===== src/rtl/galetron_pkg.sv =====
// Shared definitions for the fetch front end: PC width, opcode classes, sequencer states.
// Latency: n/a (constants, types and pure functions only).
// Backpressure: n/a.
package galetron_pkg;

  // Architectural program counter width
  localparam int PC_W = 12;

  // Opcode width and the opcodes the fetch sequencer cares about
  localparam int OP_W = 6;
  localparam logic [OP_W-1:0] OP_JUMP_LO = 6'b010010;
  localparam logic [OP_W-1:0] OP_JUMP_HI = 6'b010110;
  localparam logic [OP_W-1:0] OP_JAL     = 6'b010111;
  localparam logic [OP_W-1:0] OP_HALT    = 6'b111111;

  // Fetch sequencer states
  typedef enum logic [1:0] {
    BOOT  = 2'd0,
    RUN   = 2'd1,
    STALL = 2'd2,
    HALT  = 2'd3
  } pc_state_t;

  // True when the opcode belongs to the control-transfer class. JAL sits just
  // above the plain jump range, so it is matched explicitly rather than by
  // widening the range.
  function automatic logic is_transfer_op(input logic [OP_W-1:0] op);
    return ((op >= OP_JUMP_LO) && (op <= OP_JUMP_HI)) || (op == OP_JAL);
  endfunction

endpackage


===== src/rtl/pc_next_select.sv =====
// Next fetch address select: taken control transfer -> target, otherwise PC+1 modulo 2^PC_W.
// Latency: purely combinational, zero cycles.
// Backpressure: none; the caller decides whether next_pc is committed.
module pc_next_select
  import galetron_pkg::*;
(
  input  logic [OP_W-1:0] operation,
  input  logic            branch_taken,
  input  logic [PC_W-1:0] jump_address,
  input  logic [PC_W-1:0] program_counter,
  output logic            transfer,
  output logic [PC_W-1:0] next_pc,
  output logic            seq_wrap
);

  logic [PC_W-1:0] pc_inc;

  // Sequential successor; the carry out of the top bit is intentionally dropped
  assign pc_inc = program_counter + PC_W'(1);

  // Transfer decode and next-address mux. seq_wrap flags only the sequential
  // path leaving the all-ones address, so a jump to address zero never counts.
  always_comb begin
    transfer = is_transfer_op(operation) && branch_taken;
    next_pc  = pc_inc;
    seq_wrap = 1'b0;
    if (transfer) begin
      next_pc = jump_address;
    end else begin
      seq_wrap = (program_counter == {PC_W{1'b1}});
    end
  end

endmodule


===== src/rtl/program_counter_unit.sv =====
// Architectural PC register plus BOOT/RUN/STALL/HALT fetch sequencer with jump/branch redirect.
// Latency: a redirect or increment presented in RUN appears on program_counter one clock later.
// Backpressure: stall holds the PC (RUN->STALL); HALT holds it until restart reloads the reset vector.
module program_counter_unit
  import galetron_pkg::*;
#(
  parameter logic [PC_W-1:0] RESET_VECTOR = 12'h000
) (
  input  logic            clock,
  input  logic            reset,
  input  logic [OP_W-1:0] operation,
  input  logic            branch_taken,
  input  logic [PC_W-1:0] jump_address,
  input  logic            stall,
  input  logic            restart,
  output logic [PC_W-1:0] program_counter,
  output logic            pc_valid,
  output logic            halted,
  output logic            pc_wrapped
);

  pc_state_t       state_q;
  pc_state_t       state_d;
  logic [PC_W-1:0] pc_q;
  logic [PC_W-1:0] pc_d;
  logic            wrapped_q;
  logic            wrapped_d;

  logic            transfer;
  logic [PC_W-1:0] next_pc;
  logic            seq_wrap;

  pc_next_select u_next (
    .operation       (operation),
    .branch_taken    (branch_taken),
    .jump_address    (jump_address),
    .program_counter (pc_q),
    .transfer        (transfer),
    .next_pc         (next_pc),
    .seq_wrap        (seq_wrap)
  );

  // State, PC and sticky wrap flag; reset drops everything back to BOOT at once
  always_ff @(posedge clock or negedge reset) begin
    if (!reset) begin
      state_q   <= BOOT;
      pc_q      <= RESET_VECTOR;
      wrapped_q <= 1'b0;
    end else begin
      state_q   <= state_d;
      pc_q      <= pc_d;
      wrapped_q <= wrapped_d;
    end
  end

  // Sequencer: in RUN, halt beats stall beats redirect beats increment
  always_comb begin
    state_d   = state_q;
    pc_d      = pc_q;
    wrapped_d = wrapped_q;
    unique case (state_q)
      BOOT: begin
        // One settle cycle for instruction memory before the first fetch counts
        state_d = RUN;
      end
      RUN: begin
        if (operation == OP_HALT) begin
          state_d = HALT;
        end else if (stall) begin
          state_d = STALL;
        end else begin
          pc_d = next_pc;
          if (seq_wrap) begin
            wrapped_d = 1'b1;
          end
        end
      end
      STALL: begin
        // Opcode and branch inputs are stale while stalled; only stall matters
        if (!stall) begin
          state_d = RUN;
        end
      end
      HALT: begin
        if (restart) begin
          state_d   = BOOT;
          pc_d      = RESET_VECTOR;
          wrapped_d = 1'b0;
        end
      end
      default: begin
        state_d = BOOT;
      end
    endcase
  end

  // Outputs depend only on registered state, never directly on inputs
  assign program_counter = pc_q;
  assign pc_valid        = (state_q == RUN) || (state_q == STALL);
  assign halted          = (state_q == HALT);
  assign pc_wrapped      = wrapped_q;

endmodule


===== config.mk =====
export PLATFORM = sky130hd
export DESIGN_NAME = program_counter_unit
export DESIGN_NICKNAME = d
export VERILOG_FILES = /design/src/rtl/galetron_pkg.sv /design/src/rtl/pc_next_select.sv /design/src/rtl/program_counter_unit.sv
export SDC_FILE = /design/constraint.sdc
export NUM_CORES = 1
export LEC_CHECK = 0
export CORE_MARGIN = 2
export CORE_UTILIZATION = 40
export DETAILED_ROUTE_END_ITERATION = 10
export PLACE_DENSITY = 0.81
export SETUP_SLACK_MARGIN = 0.05
export SYNTH_ARGS = -nofsm -noshare
export SYNTH_HDL_FRONTEND = slang
export SYNTH_SLANG_ARGS = --single-unit
export TNS_END_PERCENT = 5

===== constraint.sdc =====
create_clock -name clock -period 1.8 [get_ports clock]
set_clock_uncertainty 0.1 [all_clocks]
set_input_delay 0.36 -clock clock [delete_from_list [all_inputs] [get_ports clock]]
set_output_delay 0.36 -clock clock [all_outputs]
set_load 0.02 [all_outputs]

Word level (Yosys, flattened, before mapping). Index checks and enable logic that the tools add are counted.

Output and inout bits: 15. Input bits: 23. Word-level logic and storage cells: 43. Register bits after elaboration: 15.

$add $sub $neg: 1. Equality and inequality tests: 12. Reduce and logical (&&, ||, !) cells: 9. Order comparisons: 2. Mux-type cells: 16.

Operator list (number): $mux 12 (4); $pmux 12 s2 (1); $add 12x1->12 const B (1); $eq 12x12->1 const B (1); $ne 2x2->1 const B (5); $mux 2 (4); $pmux 2 s4 (1); $eq 6x5->1 const B (1); $eq 6x6->1 const B (1); $ge 6x5->1 const B (1); $le 6x5->1 const B (1); $mux 1 (5); $reduce_and 5->1 (1); $eq 2x2->1 const B (2); $reduce_and 4->1 (1); $ne 3x3->1 const B (1); $reduce_and 3->1 (1); $eq 2x1->1 const B (1); $logic_and 1x1->1 (2); $logic_not 2->1 (1); $logic_or 1x1->1 (2); $pmux 1 s2 (1); $reduce_bool 2->1 (1).

Longest topological paths before layout. Gate-level depths: netlist (run 1).

Depth in word-level cells: 9. Depth in mapped cells: 8.

By module. Synthesis (run 1) repeated with hierarchy kept, for this count alone.

Cells, all modules: 116. Area, all modules: 1073.5 µm².

By module, submodules not included: program_counter_unit (area an instance 694.4 µm², cells each 58, sequential area each 375.4 µm², instances 1); pc_next_select (area an instance 379.1 µm², cells each 58, sequential area each 0.0 µm², instances 1).

Worst setup path after synthesis (run 1). OpenSTA, ideal clock, no wires.

Path type: register -> register. From: register state_q[0]. To: register pc_q[7] (netlist: program_counter[7]). Period minus slack after synthesis: 1929 ps. Data required time: 1610 ps. Setup slack: -129 ps. Setup time: 90 ps. Cell stages (with the launch flop): 7. Data arrival time: 1738 ps. Cells stage by stage: dfrtp_1 > ha_1 > mux2i_1 > a21o_1 > or3_4 > buf_6 > o221ai_1.

Word-level cells in the longest chain between the ends: 3. Elaborated cells between the ends (all ways): 8.

Ends and longest elaborated chain: from (decl) (RTL line program_counter_unit.sv:22) `pc_state_t state_q;`; from (signal assigned) (RTL line program_counter_unit.sv:50) `state_q <= state_d;`; $eq 2x2->1 *; via halted (RTL line program_counter_unit.sv:18) `output logic halted,`; $ne 2x2->1 (no line) / $reduce_bool 2->1 (equally long branches); $reduce_and 4->1 (no line); to (signal assigned) (RTL line program_counter_unit.sv:51) `pc_q <= pc_d;`; to (decl) (RTL line program_counter_unit.sv:24) `logic [PC_W-1:0] pc_q;`.

The timed path passes the listed nets; every way through them passes the cells marked *. A chain may end at the register's enable or synchronous reset.

Final worst setup path (run 1).
From: register state_q[1]. To: register pc_q[5] (netlist: program_counter[5]).

Word-level cells in the longest chain between the ends: 3. Elaborated cells between the ends (all ways): 8.

Ends and longest elaborated chain: $eq 2x1->1 / $eq 2x2->1 (equally long branches) (RTL line program_counter_unit.sv:61) `unique case (state_q)`; $ne 2x2->1 (no line) / $reduce_bool 2->1 (equally long branches); $reduce_and 4->1 (no line).

Parallel ways exist; a longest one is shown, timed or not.

==> flow_summary.ini, run 1 <==
[global_routing]
first_global_vias = 1339
grt_usage = 0.2188
antenna_found_initial = 0
overflow = 0
grt_pass1_wl_microns = 5699
grt_max_degree = 16

[floorplan]
rows = 19
initial_utilization = 0.4132
die_h_microns = 56.91
boundaryPins = 38
coreArea_sq_um = 2710
dieArea_sq_um = 3239
fp.dieW_microns = 56.91

[outcome]
status = finished, violations left
violations = negative setup slack

[routing]
drtPass1Iterations = 4
drc = 0
drtAntennaViolNets = 0
avgViaCountPerCell = 5.871
drt-initial-drc-count = 55
drt_wl_total_microns = 3402
vias = 1315
wl_per_cell_microns = 15.19

[worst_setup_path]
critPathTopFamily = simple AND/OR/NAND/NOR gates
cp_cell_sequence = ha_2 > mux2i_1 > a21o_1 > or3_4 > o221ai_1
max_stage_delay_ns = 0.44
required_ns = 1.90
crit_arrival_ns = 1.92
critical_path.slowest_cell = or3_4
crit_path_start = state_q[1]
rr_startpoint = state_q[1]
cp-start-kind = flop
cp-end-kind = flop
crit_type = flop to flop
cp_max_fo = 13
cp_num_buf_inv = 0

[synth]
synth_common_cells = dfrtp_1, o21ai_0, nand3_1, nand2_1, a21oi_1
synth-seq-area-share = 0.3352
synth.net_count = 162
synthMostInstantiatedCell = dfrtp_1
yosys_warnings = 0
synth_top_area_frac = 0.3352
ys_seq_elements = 15
synth_cell_types = 36
synth_ff_type = dfrtp_1
syn-cell-area_sq_um = 1120
async_flop_share = 1.000
avgSynthCellArea_sq_um = 8.295
syn_inst = 135
synth_edf_count = 0
yosys-top-cells-area = dfrtp_1, o21ai_0, nand3_1, o221ai_1, ha_1
synth_area_leader_cell = dfrtp_1

[cells_and_area]
diodes = 0
nets = 221
layout-drive-gt1-share = 0.2228
area_growth_pct = 55.20
final_util = 0.6413
layout.cells.non_filler = 224

[clock_network]
cts_made_buffers = 3
cts_hold_buffers = 0
clock-sinks = 15
clk_path_buf_depth = 2
cts_root_buf = clkbuf_4
htreeDepth = 1
worst_skew_pair.late_latency_ns = 0.29
cts.clk_slew.worst_paths_ns = 0.09
cts_tree = yes
post-cts-setup-buffers = 0

[sta]
min_period_ns = 1.822
max_slew_margin = 0.7680
finalCritPeriodShare = 1.012
tightest_slew_ns = 0.3448
rsz0062_at_grt = true
setup_viol = 7
fin_ws_ns = -0.02160
fmax_ghz = 0.5490
hold_viol_final = 0
whs_ns = 0.2749
report.final.slew_viol_count = 0

[placed_design]
gp_congestion = 0.8757
hpwl_microns = 2659
dp.cells = 220
io_buffers = 37
place_ws_ns = -0.3616

[pwr]
p_total_uw = 2124
leakage_uw = 0.0007536
powerDensity_nw_per_um2 = 1222
ir_drop_mv = 0.8396

[hold_path]
hold_path_class = primary input to asynchronous set/reset pin

[flow_run]
cap_violations = 0
==> repair_timing <==
item                       4_1_cts  5_1_grt
pin swaps                        4        0
setup endpoints to repair       28       15
resized for setup               26        7
==> registers in the layout (all words and copies together), names as in the netlist <==
| register | flops |
|---|---|
| pc_wrapped | 1 |
| program_counter | 12 |
| state_q | 2 |
==> cell families after synthesis <==
logic type	count (synthesis)	synth area share
AO/OA/AOI/OAI	54	0.3285
adder cells (fa/ha/maj)	4	0.04469
buffers and inverters	14	0.05698
flip-flops	15	0.3352
multiplexers	2	0.01788
AND/OR/NAND/NOR	46	0.2168
==> cells in the final DEF (no fill, tap or decap), drive strengths merged, types with 3 or more instances in the layout <==
cell type	instances
nand4	5
clkdlybuf4s50	22
and3	3
o21ai	17
o221ai	7
buf	27
nand3	13
nor2	4
dlygate4sd2	14
o31a	5
a211oi	3
nand2	12
clkbuf	3
inv	5
dfrtp	15
a21oi	9
ha	4
==> through the flow <==
step	instance area [sq um]	TNS, ns
final	1738	-0.08591
after global placement	1682	-3.015
after detailed placement	1682	-3.483
after CTS	1705	-0.1278
after global routing	1738	-1.062
after floorplan	1125	-0.1041
==> where the power goes <==
part           switching [uW]  internal, uW
logic                     707           596
registers                 164           463
clock network             111          82.6
total                     982          1140
==> worst paths after layout <==
kind                            cells past startpoint                 end  slack, ns
worst max-delay path                                5  program_counter[5]      -0.02
worst min-delay path                                2  program_counter[8]       0.27
worst max register to register                      5  program_counter[5]      -0.02
worst min register to register                      2          state_q[1]       0.48
max in group asynchronous                           2  program_counter[6]       1.15
min in group clock                                  2          state_q[1]       0.48
==> area by class of cell <==
type / count / area, sq um
sequential: 15 / 375.4
inverter: 5 / 18.77
clock inverter: 1 / 5.005
tap: 31 / 38.79
clock buffer: 3 / 22.52
fill: 231 / 972.2
multi-input combinational: 106 / 724.4
timing repair buffer: 63 / 553.0
==> routing by layer <==
metal	GRT usage	wire (microns)	vias to the layer above
li1	-	-	643
met4	0.08306	80	0
met5	0	0	-
met2	0.3727	1709	46
met3	0.05300	170	10
met1	0.2657	1441	616
Note: power is estimated with default switching activity, not from simulation.
==> run 2, diff against run 1 <==
--- a/config.mk
+++ b/config.mk
@@ -8,5 +8,5 @@
 export CORE_MARGIN = 2
-export CORE_UTILIZATION = 40
+export CORE_UTILIZATION = 41
 export DETAILED_ROUTE_END_ITERATION = 10
-export PLACE_DENSITY = 0.81
+export PLACE_DENSITY = 0.82
 export SETUP_SLACK_MARGIN = 0.05
==> constraint.sdc (replaced) <==
create_clock -name clock -period 1.8 [get_ports clock]
set_clock_uncertainty 0.1 [all_clocks]
set_input_delay 0.54 -clock clock [delete_from_list [all_inputs] [get_ports clock]]
set_output_delay 0.54 -clock clock [all_outputs]
set_load 0.02 [all_outputs]
==> run 2 against run 1 <==
  * The run still ends with negative setup slack left
  * Worst hold slack improved by 0.17 ns
  * Critical path depth grew 3
  * Combinational power is 42% higher
  * Sequential share of layout area is 2.5 points lower
  * Total power up 25%
  * Die area down 2.3%
  * Count of clock-buffer cells in the layout did not move
  * Via count rose by 18%
  * Critical path type unchanged
==> flow_summary.ini, run 2 (synthesis results as in run 1) <==
[sta]
tightest_slew_ns = 0.4346
hold_viol_final = 0
rsz0062_at_grt = true
setup_viol = 14
min_period_ns = 2.049
report.final.slew_viol_count = 0
fmax_ghz = 0.4881
max_slew_margin = 0.7065
finalCritPeriodShare = 1.138
fin_ws_ns = -0.2490

[pwr]
swShare = 0.4683
p_seq_frac = 0.228
internal_power_uw = 1415
powerDensity_nw_per_um2 = 1352
p_total_uw = 2662
p_clk_frac = 0.078
pwr-share-comb = 0.693
p_switching_uw = 1246
ir_drop_mv = 1.200
leakage_uw = 0.0008469

[worst_setup_path]
critical_path.slowest_cell = o41ai_1
max_stage_delay_ns = 0.48
endpoint = program_counter[11]
cpMostUsedCell = buf_6
crit_arrival_ns = 2.10
cp_cell_sequence = buf_6 > buf_12 > ha_4 > nand3_2 > nor2_4 > buf_6 > o41ai_1 > o22ai_1
cp-start-kind = flop
crit_path_start = state_q[0]
reg2regPathDepth = 8
cp_max_fo = 6
required_ns = 1.85
r2r_slack_ns = -0.25
rr_endpoint = program_counter[11]
cp-end-kind = flop
rr_startpoint = state_q[0]
crit_type = flop to flop

[clock_network]
htreeDepth = 1
cts.clk_slew.worst_paths_ns = 0.10
cts_root_buf = clkbuf_4
clk_path_buf_depth = 2
worst_skew_pair.late_latency_ns = 0.30
clock-sinks = 15
cts_made_buffers = 3
cts_tree = yes

[cells_and_area]
nets = 237
layout.cells.non_filler = 239
layout-drive-gt1-share = 0.3589
fill_cells = 154
diodes = 0
layout_commonest_cell = buf_4
layout_common_cells = buf_4, clkdlybuf4s50_1, dfrtp_1, o21ai_0, nand3_1
largest_reg_flops = 12
final_util = 0.7808
area_growth_pct = 75.87

[floorplan]
initial_utilization = 0.4439
dieArea_sq_um = 3165
fp.dieW_microns = 56.26
boundaryPins = 38
die_h_microns = 56.26
rows = 18
coreArea_sq_um = 2522

[global_routing]
grt_usage = 0.2514
first_global_vias = 1358
antenna_found_initial = 0
grt_max_degree = 16
grt_pass1_wl_microns = 6341
overflow = 0

[placed_design]
gp_congestion = 0.8292
dp.cells = 226
hpwl_microns = 2816
io_buffers = 37

[routing]
wl_per_cell_microns = 19.93
drtAntennaViolNets = 0
drt_wl_total_microns = 4763
drc = 0
drtPass1Iterations = 5
vias = 1557
avgViaCountPerCell = 6.515
drt-initial-drc-count = 158

[outcome]
status = finished, violations left
violations = negative setup slack

[flow_run]
cap_violations = 0

[hold_path]
hold_path_class = primary input to asynchronous set/reset pin
-- run 2: worst min-delay path by stage --
stage / from / to / slack, ns / cells after the start
after detailed placement: pc_wrapped / pc_wrapped / 0.45 / 2
after floorplan: reset / pc_wrapped / 0.14 / 0
after CTS: reset / program_counter[4] / 0.45 / 2
after global routing: reset / program_counter[5] / 0.45 / 2
final: reset / program_counter[4] / 0.45 / 2
after global placement: pc_wrapped / pc_wrapped / 0.45 / 2
-- run 2: stage by stage --
stage,hold WS (ns),TNS (ns),instance area [sq um],setup slack [ns]
floorplan,0.1444,-0.1472,1131,-0.02756
CTS,0.4485,-1.756,1750,-0.1958
global route,0.4530,-2.253,1969,-0.2757
finish,0.4470,-1.690,1969,-0.2490
global placement,0.4468,-6.141,1733,-0.4970
detailed placement,0.4458,-7.071,1733,-0.5630
-- run 2: per-layer routing --
metal	up-vias	routed length, microns	global-route usage
li1	681	-	-
met1	726	1706	0.3185
met2	121	2373	0.4353
met3	29	499	0.03917
met4	0	184	0.08163
met5	-	0	0
-- run 2: critical path, delay by kind of cell (launching register included) --
kind	cells	cell delay, ns
compound gates	2	0.66
flops	1	0.40
buf+inv	3	0.40
fa+ha+maj	1	0.17
simple gates	2	0.16
-- run 2: cell type report --
cell class / instances / area, sq um / share of cell area
Inverter: 5 / 18.77 / 0.009530
Tap cell: 30 / 37.54 / 0.01906
Sequential cell: 15 / 376.6 / 0.1912
Clock inverter: 1 / 5.005 / 0.002541
Multi-Input combinational cell: 107 / 819.5 / 0.4161
Timing Repair Buffer: 78 / 689.4 / 0.3501
Clock buffer: 3 / 22.52 / 0.01144
-- run 2: repair_timing --
item	in CTS	in global routing
gates cloned	0	1
pin swaps	1	14
hold buffers	0	0
setup endpoints to repair	29	23
gates resized for setup	26	45
setup buffers	0	8
-- run 2: power groups by stage --
stage | Clock [uW] | Sequential [uW] | Combinational [uW]
final | 209 | 608 | 1840
after global routing | 229 | 621 | 1950
after CTS | 214 | 576 | 1360
after detailed placement | 0 | 587 | 1430
after global placement | 0 | 577 | 1390
after floorplan | 0 | 720 | 615
